`src/rtl/recip_div_8bit.sv`:
```
// rtl/recip_div_8bit.sv - radix-2 restoring divider recovering X = floor((P << WIDTH) / Y)
//
// Purpose: sequential inverse of the truncated WIDTH-bit multiplier. It takes a product
// high word P and a multiplicand Y, then produces one quotient bit per clock.
// Valid/ready handshakes are used on both the input and the output side.
//
// Ports:
//   clk        in   1      rising-edge clock
//   rst        in   1      asynchronous active-high reset
//   in_valid   in   1      P/Y present
//   in_ready   out  1      operands accepted (IDLE only)
//   P          in   WIDTH  dividend high word (low WIDTH dividend bits are zero)
//   Y          in   WIDTH  divisor
//   out_valid  out  1      X/R/ovf/dbz valid (DONE only)
//   out_ready  in   1      consumer accepts result
//   X          out  WIDTH  quotient
//   R          out  WIDTH  remainder
//   ovf        out  1      P >= Y with Y != 0: quotient does not fit
//   dbz        out  1      Y == 0
module recip_div_8bit #(
    parameter int WIDTH = 8
) (
    input  logic             clk,
    input  logic             rst,
    input  logic             in_valid,
    output logic             in_ready,
    input  logic [WIDTH-1:0] P,
    input  logic [WIDTH-1:0] Y,
    output logic             out_valid,
    input  logic             out_ready,
    output logic [WIDTH-1:0] X,
    output logic [WIDTH-1:0] R,
    output logic             ovf,
    output logic             dbz
);

    localparam int CW = $clog2(WIDTH + 1);

    typedef enum logic [1:0] {
        ST_IDLE = 2'd0,
        ST_BUSY = 2'd1,
        ST_DONE = 2'd2
    } state_t;

    state_t            state_q, state_d;
    logic [WIDTH:0]    rem_q, rem_d;
    logic [WIDTH-2:0]  quo_q, quo_d;
    logic [CW-1:0]     cnt_q, cnt_d;
    logic [WIDTH-1:0]  y_q, y_d;
    logic [WIDTH-1:0]  x_q, x_d;
    logic [WIDTH-1:0]  r_q, r_d;
    logic              ovf_q, ovf_d;
    logic              dbz_q, dbz_d;

    // Datapath for a single restoring step.
    logic [WIDTH:0]    rem_shift;
    logic [WIDTH:0]    rem_next;
    logic              q_bit;
    logic [WIDTH-1:0]  quo_shift;

    always_comb begin
        // The remainder is always below Y after a step, so its top bit is zero.
        // Shifting the full WIDTH+1 word therefore never loses information.
        rem_shift = rem_q << 1;
        q_bit     = (rem_shift >= {1'b0, y_q});
        rem_next  = q_bit ? (rem_shift - {1'b0, y_q}) : rem_shift;
        // The last step writes its bit straight into X.
        // Only WIDTH-1 quotient bits need to be stored between steps.
        quo_shift = {quo_q, q_bit};
    end

    always_comb begin
        state_d = state_q;
        rem_d   = rem_q;
        quo_d   = quo_q;
        cnt_d   = cnt_q;
        y_d     = y_q;
        x_d     = x_q;
        r_d     = r_q;
        ovf_d   = ovf_q;
        dbz_d   = dbz_q;

        unique case (state_q)
            ST_IDLE: begin
                if (in_valid) begin
                    y_d = Y;
                    if (Y == '0) begin
                        x_d     = '1;
                        r_d     = '0;
                        dbz_d   = 1'b1;
                        ovf_d   = 1'b0;
                        state_d = ST_DONE;
                    end else if (P >= Y) begin
                        x_d     = '1;
                        r_d     = '0;
                        ovf_d   = 1'b1;
                        dbz_d   = 1'b0;
                        state_d = ST_DONE;
                    end else begin
                        rem_d   = {1'b0, P};
                        quo_d   = '0;
                        cnt_d   = '0;
                        state_d = ST_BUSY;
                    end
                end
            end
            ST_BUSY: begin
                rem_d = rem_next;
                quo_d = quo_shift[WIDTH-2:0];
                cnt_d = cnt_q + 1'b1;
                if (cnt_q == CW'(WIDTH - 1)) begin
                    x_d     = quo_shift;
                    r_d     = rem_next[WIDTH-1:0];
                    ovf_d   = 1'b0;
                    dbz_d   = 1'b0;
                    state_d = ST_DONE;
                end
            end
            ST_DONE: begin
                if (out_ready) begin
                    state_d = ST_IDLE;
                end
            end
            default: begin
                state_d = ST_IDLE;
            end
        endcase
    end

    always_ff @(posedge clk or posedge rst) begin
        if (rst) begin
            state_q <= ST_IDLE;
            rem_q   <= '0;
            quo_q   <= '0;
            cnt_q   <= '0;
            y_q     <= '0;
            x_q     <= '0;
            r_q     <= '0;
            ovf_q   <= 1'b0;
            dbz_q   <= 1'b0;
        end else begin
            state_q <= state_d;
            rem_q   <= rem_d;
            quo_q   <= quo_d;
            cnt_q   <= cnt_d;
            y_q     <= y_d;
            x_q     <= x_d;
            r_q     <= r_d;
            ovf_q   <= ovf_d;
            dbz_q   <= dbz_d;
        end
    end

    assign in_ready  = (state_q == ST_IDLE);
    assign out_valid = (state_q == ST_DONE);
    assign X         = x_q;
    assign R         = r_q;
    assign ovf       = ovf_q;
    assign dbz       = dbz_q;

endmodule

```
`config.mk`:
```
export PLATFORM = sky130hd
export DESIGN_NAME = recip_div_8bit
export DESIGN_NICKNAME = d
export VERILOG_FILES = /design/src/rtl/recip_div_8bit.sv
export SDC_FILE = /design/constraint.sdc
export NUM_CORES = 1
export LEC_CHECK = 0
export ABC_AREA = 1
export CORE_UTILIZATION = 35
export DETAILED_ROUTE_END_ITERATION = 12
export PLACE_DENSITY = 0.54
export SYNTH_ARGS = -nofsm -noshare
export SYNTH_HDL_FRONTEND = slang
export SYNTH_SLANG_ARGS = --single-unit
export TNS_END_PERCENT = 20
```
`constraint.sdc`:
```
create_clock -name clk -period 3.2 [get_ports clk]
set_input_delay 0.48 -clock clk [delete_from_list [all_inputs] [get_ports clk]]
set_output_delay 0.48 -clock clk [all_outputs]
set_load 0.01 [all_outputs]
```
* Yosys cells after proc, flatten, opt, wreduce, memory -nomap -nowiden
Index checks and enable logic that the tools add are counted.
** Word-level totals
- Bits in registers :: 47
- Input bits :: 20
- Output and inout port bits :: 20
** Operators by class
- Add/subtract/negate cells :: 2
- $lt $le $gt $ge :: 2
- Eq/ne operators :: 9
- Mux-type cells :: 38
- Reduce and logical (&&, ||, !) cells :: 7
** Operators with widths (count)
- 8-bit two-way mux :: 12
- 8-bit case mux with 2 select lines :: 3
- 7-bit two-way mux :: 3
- 7-bit case mux with 2 select lines :: 1
- 4-bit two-way mux :: 3
- 2-bit two-way mux :: 5
- 9-bit by 8-bit greater-or-equal comparator with 1-bit output :: 1
- 8-bit greater-or-equal comparator :: 1
- 8-bit zero test :: 1
- 2-bit inequality test, second input constant :: 4
- 4-bit case mux with 2 select lines :: 1
- 4-bit AND reduction :: 2
- 8-bit subtractor :: 1
- 1-bit two-way mux :: 7
- 2-bit case mux with 3 select lines :: 1
- 4-bit by 1-bit adder with 4-bit output, second input constant :: 1
- 4-bit by 3-bit == test with 1-bit output, second input constant :: 1
- 1-bit case mux with 2 select lines :: 2
- 3-bit by 1-bit inequality test with 1-bit output, second input constant :: 1
- 3-bit AND reduction :: 1
- 2-bit by 1-bit == test with 1-bit output, second input constant :: 1
- 2-bit == test, second input constant :: 1
- 2-bit zero test :: 1
- 2-bit by 1-bit inequality test with 1-bit output, second input constant :: 1
- other kinds (2) :: 2

* Longest topological paths before layout
Gate-level depths: netlist (run 1).
- Word-level depth :: 5
- Depth in mapped cells :: 14

* Worst setup path before layout (run 1)
Ideal clock, no wire load.
- Path kind :: input to register
- From :: input Y[7]
- To :: register rem_q[1]
- Library setup time :: 130 ps
- Arrival time :: 1671 ps
- Data required time :: 3070 ps
- Slack :: 1399 ps
- Cell stages on the path :: 10
- Cells stage by stage :: inv_1 -> ha_1 -> a21o_1 -> nor3_2 -> nand2_2 -> nand2_2 -> nand2_2 -> buf_6 -> nand2_1 -> nand4_1
** Between the ends
- Longest elaborated chain between the ends :: 3
- Elaborated cells on any way between the ends :: 5
** RTL lines
- start, declared :: RTL line 28 : input logic [WIDTH-1:0] Y,
- 8-bit greater-or-equal comparator or 8-bit zero test (tied branches) :: RTL line 93, 87
- 2-bit inequality test (no source line)
- 4-bit AND reduction (no source line) *
- end signal, assigned :: RTL line 143 : rem_q <= rem_d;
- end, declared :: RTL line 46 : logic [WIDTH:0] rem_q, rem_d;
Mark *: on every way between the ends. The rest lies on a longest branch, timed or not.
A chain may end at the register's enable or synchronous reset.

* Final worst setup path (run 1)
- From :: input Y[7]
- To :: register r_q[3] (netlist: R[3])
** Between the ends
- Longest elaborated chain between the ends :: 4
- Elaborated cells on any way between the ends :: 7
** RTL lines
- parallel branches: the longest is 4 deep, another holds 8-bit greater-or-equal comparator
- end signal, assigned :: RTL line 148 : r_q <= r_d;
- end, declared :: RTL line 51 : logic [WIDTH-1:0] r_q, r_d;
Several ways; the timed one is not identified. The select of a mux whose other input is x is not followed.

==> results of run 1 <==
-- sequential cells by signal (all words and copies together) (netlist names) --
signal   cells
rem_q        8
R            8
quo_q        7
y_q          8
state_q      2
cnt_q        4
X            8
ovf          1
dbz          1
-- cells by family (layout without fill, tap and decap cells) --
kind of cell,count (synthesis),in the layout,synth area share
buf+inv,62,102,0.0935
simple gates,190,190,0.297
compound gates,45,45,0.0939
xor+xnor,4,4,0.0125
flops,47,47,0.420
fa+ha+maj,18,18,0.0832
-- layout by cell type (no fill, tap or decap) --
master	instances
nand3_1	22
o22ai_1	5
or2_2	1
dfrtp_1	47
inv_2	4
o21ai_0	18
ha_1	17
a21oi_1	6
nand2_2	4
xor2_1	2
a21o_1	1
nand3b_1	1
clkdlybuf4s50_1	39
nor3_2	1
nor2_1	28
nand4_2	1
o21ai_1	12
clkbuf_1	1
nand4_1	9
nor2_2	3
nor3_1	1
clkinv_4	1
xnor2_1	2
clkbuf_8	6
fa_1	1
nand2_1	115
inv_4	1
o21ai_2	1
nand3_2	3
nor2_4	1
a21boi_4	1
a21oi_4	1
inv_1	50
-- worst max-delay path, delay by kind of cell --
kind	cells	cell delay, ns
AND/OR/NAND/NOR	6	0.87
AO/OA/AOI/OAI	1	0.16
adder cells (fa/ha/maj)	1	0.28
buffers and inverters	3	0.81
-- how the worst max path moves through the flow --
stage	from	to	cells past startpoint
6_report	Y[7]	R[3]	11
2_1_floorplan	Y[7]	rem_q[1]	10
4_1_cts	Y[7]	R[3]	11
5_1_grt	Y[7]	R[5]	11
3_3_place_gp	Y[7]	R[3]	11
3_5_place_dp	Y[7]	R[3]	11
-- metal layers --
metal / GRT usage / share of wire / vias up
met4: 0.0556 / 0.016 / 0
met3: 0.0268 / 0.031 / 9
li1: - / - / 1244
met5: 0 / 0 / -
met2: 0.251 / 0.44 / 46
met1: 0.228 / 0.52 / 1076
-- final cells by class --
| cell class | instances | area, um^2 | area share |
|---|---|---|---|
| multi-input cells | 257 | 1360 | 0.405 |
| flip-flops and latches | 47 | 1180 | 0.350 |
| repair buffers | 39 | 390 | 0.116 |
| inverters | 55 | 209 | 0.0622 |
| clock buffers | 7 | 86.3 | 0.0257 |
| well taps | 102 | 128 | 0.0380 |
| clock inverters | 1 | 8.76 | 0.00261 |
-- metrics by stage --
step / cell area [um^2] / instances / power (uW) / util / worst slack (ns)
CTS: 3360 / 508 / 3330 / 0.435 / 0.805
global placement: 3260 / 500 / 2930 / 0.422 / 0.539
finish: 3360 / 508 / 3300 / 0.435 / 0.837
global route: 3360 / 508 / 3660 / 0.435 / 0.557
floorplan: 2800 / 366 / 2400 / - / 1.40
detailed placement: 3260 / 500 / 2940 / 0.422 / 0.493
-- power by group through the flow --
| stage | Clock, uW | Sequential, uW | Combinational [uW] |
|---|---|---|---|
| finish | 384 | 1040 | 1880 |
| global route | 421 | 1070 | 2160 |
| CTS | 397 | 1040 | 1900 |
| detailed placement | 0 | 1050 | 1890 |
| global placement | 0 | 1050 | 1880 |
| floorplan | 0 | 1050 | 1350 |
==> results.yml, run 1 <==
run_status:
  status: "finished clean"
critical_path:
  worst-path-max-fanout: 30
  endpoint_kind: "flop"
  required_ns: 3.45
  rrSetupSlack_ns: 1.10
  crit_path_start_kind: "input port"
  worstSetupPathType: "in2reg"
  r2r_cells: 9
  r2r-end: "R[2]"
  cpPeakStageDelay_ns: 0.49
  rr_startpoint: "rem_q[5]"
  crit_arrival_ns: 2.61
  crit_top_cell: "nand2_1"
  cp_slowest_cell: "clkdlybuf4s50_1"
  cp_cell_sequence: "clkdlybuf4s50_1, inv_1, ha_1, nand2_1, a21oi_1, nor3_2, nand3_1, nand3_2, inv_4, nand2_1, nand2_1"
power_and_ir_drop:
  p_leak_uw: 0.00168
  pwr-share-seq: 0.315
  p_switching_uw: 1530
  ir_worst_vdd_mv: 0.313
  intPower_uw: 1770
  comb_power_share: 0.569
  switching_share: 0.463
  clockPowerShare: 0.116
  powerDensity_nw_per_um2: 983
floorplan:
  die_h_um: 91.4
  core_um2: 7730
  die_w_um: 91.4
  pin_count: 40
  row_count: 32
  die_area_um2: 8350
  start_util: 0.362
layout:
  nFillCells: 796
  areaGrowthSynthToFinish_pct: 20.0
  finalNetCount: 443
  layout-drive-gt1-share: 0.0714
  antenna_cells: 0
drt:
  ant_nets: 0
  routedWlPerCell_um: 12.2
  viasPerCell: 4.68
  drtIter0Drc: 96
  drc: 0
  vias: 2375
  dr.pass1.iters: 4
  wl_um: 6200
timing:
  worst_pin_slew_ns: 0.968
  max_freq_mhz: 423
  finalClockSkew_ns: 0.0102
  setup_tns_ns: 0
  hold_violations: 0
  relSlewSlack: 0.354
  setup_viol: 0
  period_share: 0.739
  slew_viol_final: 0
  rsz0062_at_grt: "false"
  layout_min_cycle_time_ns: 2.36
  hold_slack_ns: 0.484
clock_network:
  clkTransAtPathRegs_ns: 0.09
  root_buffer: "clkbuf_8"
  cts_tree: "built"
  h-tree-depth: 2
  clk_path_buf_depth: 2
  cts_sinks: 47
  cts_hold_buffers: 0
  cts_buffers: 5
  clkLatencyLatePin_ns: 0.31
  cts_resized: 0
  cts_setup_buffers: 0
logic_synthesis:
  synth_top_cell_by_area: "dfrtp_1"
  synth_edf_count: 0
  ys_types: 32
  synth.cell_area_um2: 2800
  seq_area_frac_synth: 0.420
  synth_most_common_cell: "nand2_1"
  async_reset_ff_frac: 1.00
  ys_ff_latch: 47
  avgSynthCellArea_um2: 7.64
  synth_top_area_share: 0.420
  synth_fp_nets: 404
  synth_area_leaders: "dfrtp_1 (42%), nand2_1 (15%), ha_1 (7.6%), inv_1 (6.8%), nand3_1 (3.9%)"
  synth-main-ff-cell: "dfrtp_1"
  netlist_top_cells_count: "nand2_1 (115), inv_1 (51), dfrtp_1 (47)"
  yosys_warnings: 0
  netlist_instances: 366
flow_run:
  drv_cap: 0
global_route:
  grt_pass1_vias: 2228
  grt_usage: 0.162
  grt_max_degree: 48
  grt_pass1_wl_um: 10700
  antenna_found_initial: 0
  grt.overflow.total: 0
worst_hold_path:
  hp-class: "reg2reg"
  holdPathEnd: "R[4]"
  min_from: "R[4]"
  holdPathStages: 2
place:
  numPortBuffers: 39
  dpl.hpwl_um: 4830
  place.gp.congestion: 0.850
No activity file was read; power rests on OpenSTA's default activity.
==> inputs of run 2 (changes only) <==
Settings changed: PLACE_DENSITY 0.54 to 0.56.
Clock period 3.2 ns to 2.1 ns, I/O delays scaled along.
==> run 2 against run 1 <==
- combinational power grew 61%
- sequential power grew 53%
- routed wire length grew 0.47%
- core utilization grew 2.8 points
- clock power grew 110%
- die area is the same
- clock skew shrank 0.0029 ns
- count of clock-buffer cells in the layout shrank 2
- first-iteration DRC count grew 10%
- critical path depth shrank 1
- cell count grew 3.1%
- non-clock buffer count grew 16
- largest power group unchanged
==> results.yml, run 2 (synthesized netlist as in run 1, its figures left out) <==
run_status:
  status: "finished clean"
timing:
  period_share: 0.940
  max_freq_mhz: 507
  hold_violations: 0
  slew_viol_final: 0
  worst_pin_slew_ns: 0.388
  finalClockSkew_ns: 0.00731
  rsz0062_at_grt: "false"
  layout_min_cycle_time_ns: 1.97
  setup_viol: 0
  fin_ws_ns: 0.127
  relSlewSlack: 0.741
clock_network:
  clk_path_buf_depth: 2
  clkTransAtPathRegs_ns: 0.10
  cts_buffers: 5
  h-tree-depth: 2
  root_buffer: "clkbuf_8"
  cts_tree: "built"
  cts_sinks: 47
  clkLatencyLatePin_ns: 0.31
floorplan:
  core_um2: 7730
  die_h_um: 91.4
  pin_count: 40
  start_util: 0.362
  row_count: 32
  die_area_um2: 8350
  die_w_um: 91.4
power_and_ir_drop:
  p_switching_uw: 2410
  total_power_uw: 5430
  p_leak_uw: 0.00179
  intPower_uw: 3020
  switching_share: 0.444
  comb_power_share: 0.556
  powerDensity_nw_per_um2: 1520
  clockPowerShare: 0.152
  ir_worst_vdd_mv: 0.498
  pwr-share-seq: 0.292
drt:
  routedWlPerCell_um: 11.9
  dr.pass1.iters: 4
  vias: 2407
  route.met2.wl_um: 2720
  ant_nets: 0
  wl_met1_um: 3240
  wl_um: 6230
  viasPerCell: 4.59
  drc: 0
  drtIter0Drc: 106
  wl_met3_um: 180
  top_layer_used: "met4"
layout:
  regArea_um2: 1180
  finish.utilization: 0.462
  areaGrowthSynthToFinish_pct: 27.7
  multi_input_area_um2: 1380
  nFillCells: 789
  antenna_cells: 0
  final_cell_mix: "nand2_1 (115), inv_1 (50), dfrtp_1 (47), clkdlybuf4s50_1 (39), nor2_1 (27)"
  layout-drive-gt1-share: 0.116
  finalNetCount: 459
  layout_commonest_cell: "nand2_1"
critical_path:
  cp_cell_sequence: "ha_1, nand2_2, inv_1, nand2_1, nand3_1, nand3_2, nand3_2, o21ai_0, nand2_1, nand2_1"
  worstSetupPathType: "reg2reg"
  rr_startpoint: "rem_q[2]"
  rrSetupSlack_ns: 0.13
  worst-path-max-fanout: 7
  cpPeakStageDelay_ns: 0.42
  cp_slowest_cell: "dfrtp_1"
  r2r_cells: 10
  required_ns: 2.35
  crit_top_cell: "nand2_1"
  endpoint_kind: "flop"
  crit_arrival_ns: 2.23
  r2r-end: "R[2]"
  crit_path_start_kind: "flop"
place:
  numPortBuffers: 39
  place.gp.congestion: 0.850
  post-place-ws_ns: -0.150
  dpl.hpwl_um: 4840
global_route:
  grt_usage: 0.165
  grt_max_degree: 48
  grt_pass1_wl_um: 11000
  grt_pass1_vias: 2334
  grt.overflow.total: 0
  antenna_found_initial: 0
worst_hold_path:
  hp-class: "in2async"
flow_run:
  drv_cap: 0
[run 2: cell types whose count changed in the layout (fill, tap and decap cells not counted), sizes merged]
| cell | before | now |
|---|---|---|
| buf | 0 | 16 |
| bufinv | 0 | 2 |
| clkbuf | 7 | 5 |
| clkinv | 1 | 0 |
| inv | 55 | 56 |
[run 2: worst max path at each step]
stage                   from    endpoint  slack [ns]  cells after the start
finish              rem_q[2]        R[2]        0.13                     10
global route        rem_q[0]        R[6]       0.004                     11
CTS                 rem_q[5]        R[4]        0.05                      9
detailed placement      Y[7]    rem_q[4]       -0.15                     10
global placement        Y[7]  state_q[1]       -0.13                     11
floorplan           rem_q[0]    rem_q[7]        0.43                     10
[run 2: cell type report]
cell class | count | area share
Tap cell | 102 | 0.0357
Inverter | 55 | 0.0585
Clock buffer | 5 | 0.0193
Timing Repair Buffer | 55 | 0.150
Multi-Input combinational cell | 257 | 0.387
Clock inverter | 3 | 0.0200
Sequential cell | 47 | 0.329
[run 2: critical path, delay by kind of cell (launching register included)]
kind / cells / cell delay [ns]
DFF: 1 / 0.42
buffers and inverters: 1 / 0.05
and+or+nand+nor: 7 / 0.77
AOI/OAI and AO/OA: 1 / 0.28
adders and majority gates: 1 / 0.39
[run 2: power by group through the flow]
| stage | Sequential (uW) | Clock (uW) | Combinational, uW |
|---|---|---|---|
| after floorplan | 1610 | 0 | 2060 |
| after global placement | 1590 | 0 | 2940 |
| after detailed placement | 1600 | 0 | 2960 |
| after CTS | 1590 | 842 | 2980 |
| after global routing | 1650 | 871 | 3450 |
| final | 1590 | 823 | 3020 |
[run 2: stage by stage]
stage               cell area, um^2  hold slack (ns)  setup TNS, ns  std cells
finish                         3570            0.349              0        524
global route                   3570            0.394              0        524
CTS                            3550            0.364              0        524
detailed placement             3410            0.467          -4.30        516
global placement               3410            0.461          -3.11        516
floorplan                      2800            0.448              0        366
[run 2: timing repair]
| action | 4_1_cts | 5_1_grt |
|---|---|---|
| gates resized for setup | 0 | 8 |
| hold buffers | 0 | 0 |
| setup buffers | 0 | 0 |
| setup endpoints to repair | 0 | 18 |
[run 2: layer usage]
metal / up-vias / global-route usage
li1: 1281 / -
met1: 1077 / 0.237
met2: 43 / 0.256
met3: 6 / 0.0268
met4: 0 / 0.0476
met5: - / 0
==> inputs of run 3 (changes only) <==
==> constraint.sdc (replaced) <==
create_clock -name clk -period 2.1 [get_ports clk]
set_input_delay 0.315 -clock clk [delete_from_list [all_inputs] [get_ports clk]]
set_output_delay 0.315 -clock clk [all_outputs]
set_load 0.005 [all_outputs]
==> results of run 3 <==
Same layout as run 2 (identical final DEF). Status: finished clean.
Among the figures that moved: total power 5430 uW -> 5370 uW; worst IR drop on VDD 0.498 mV -> 0.484 mV
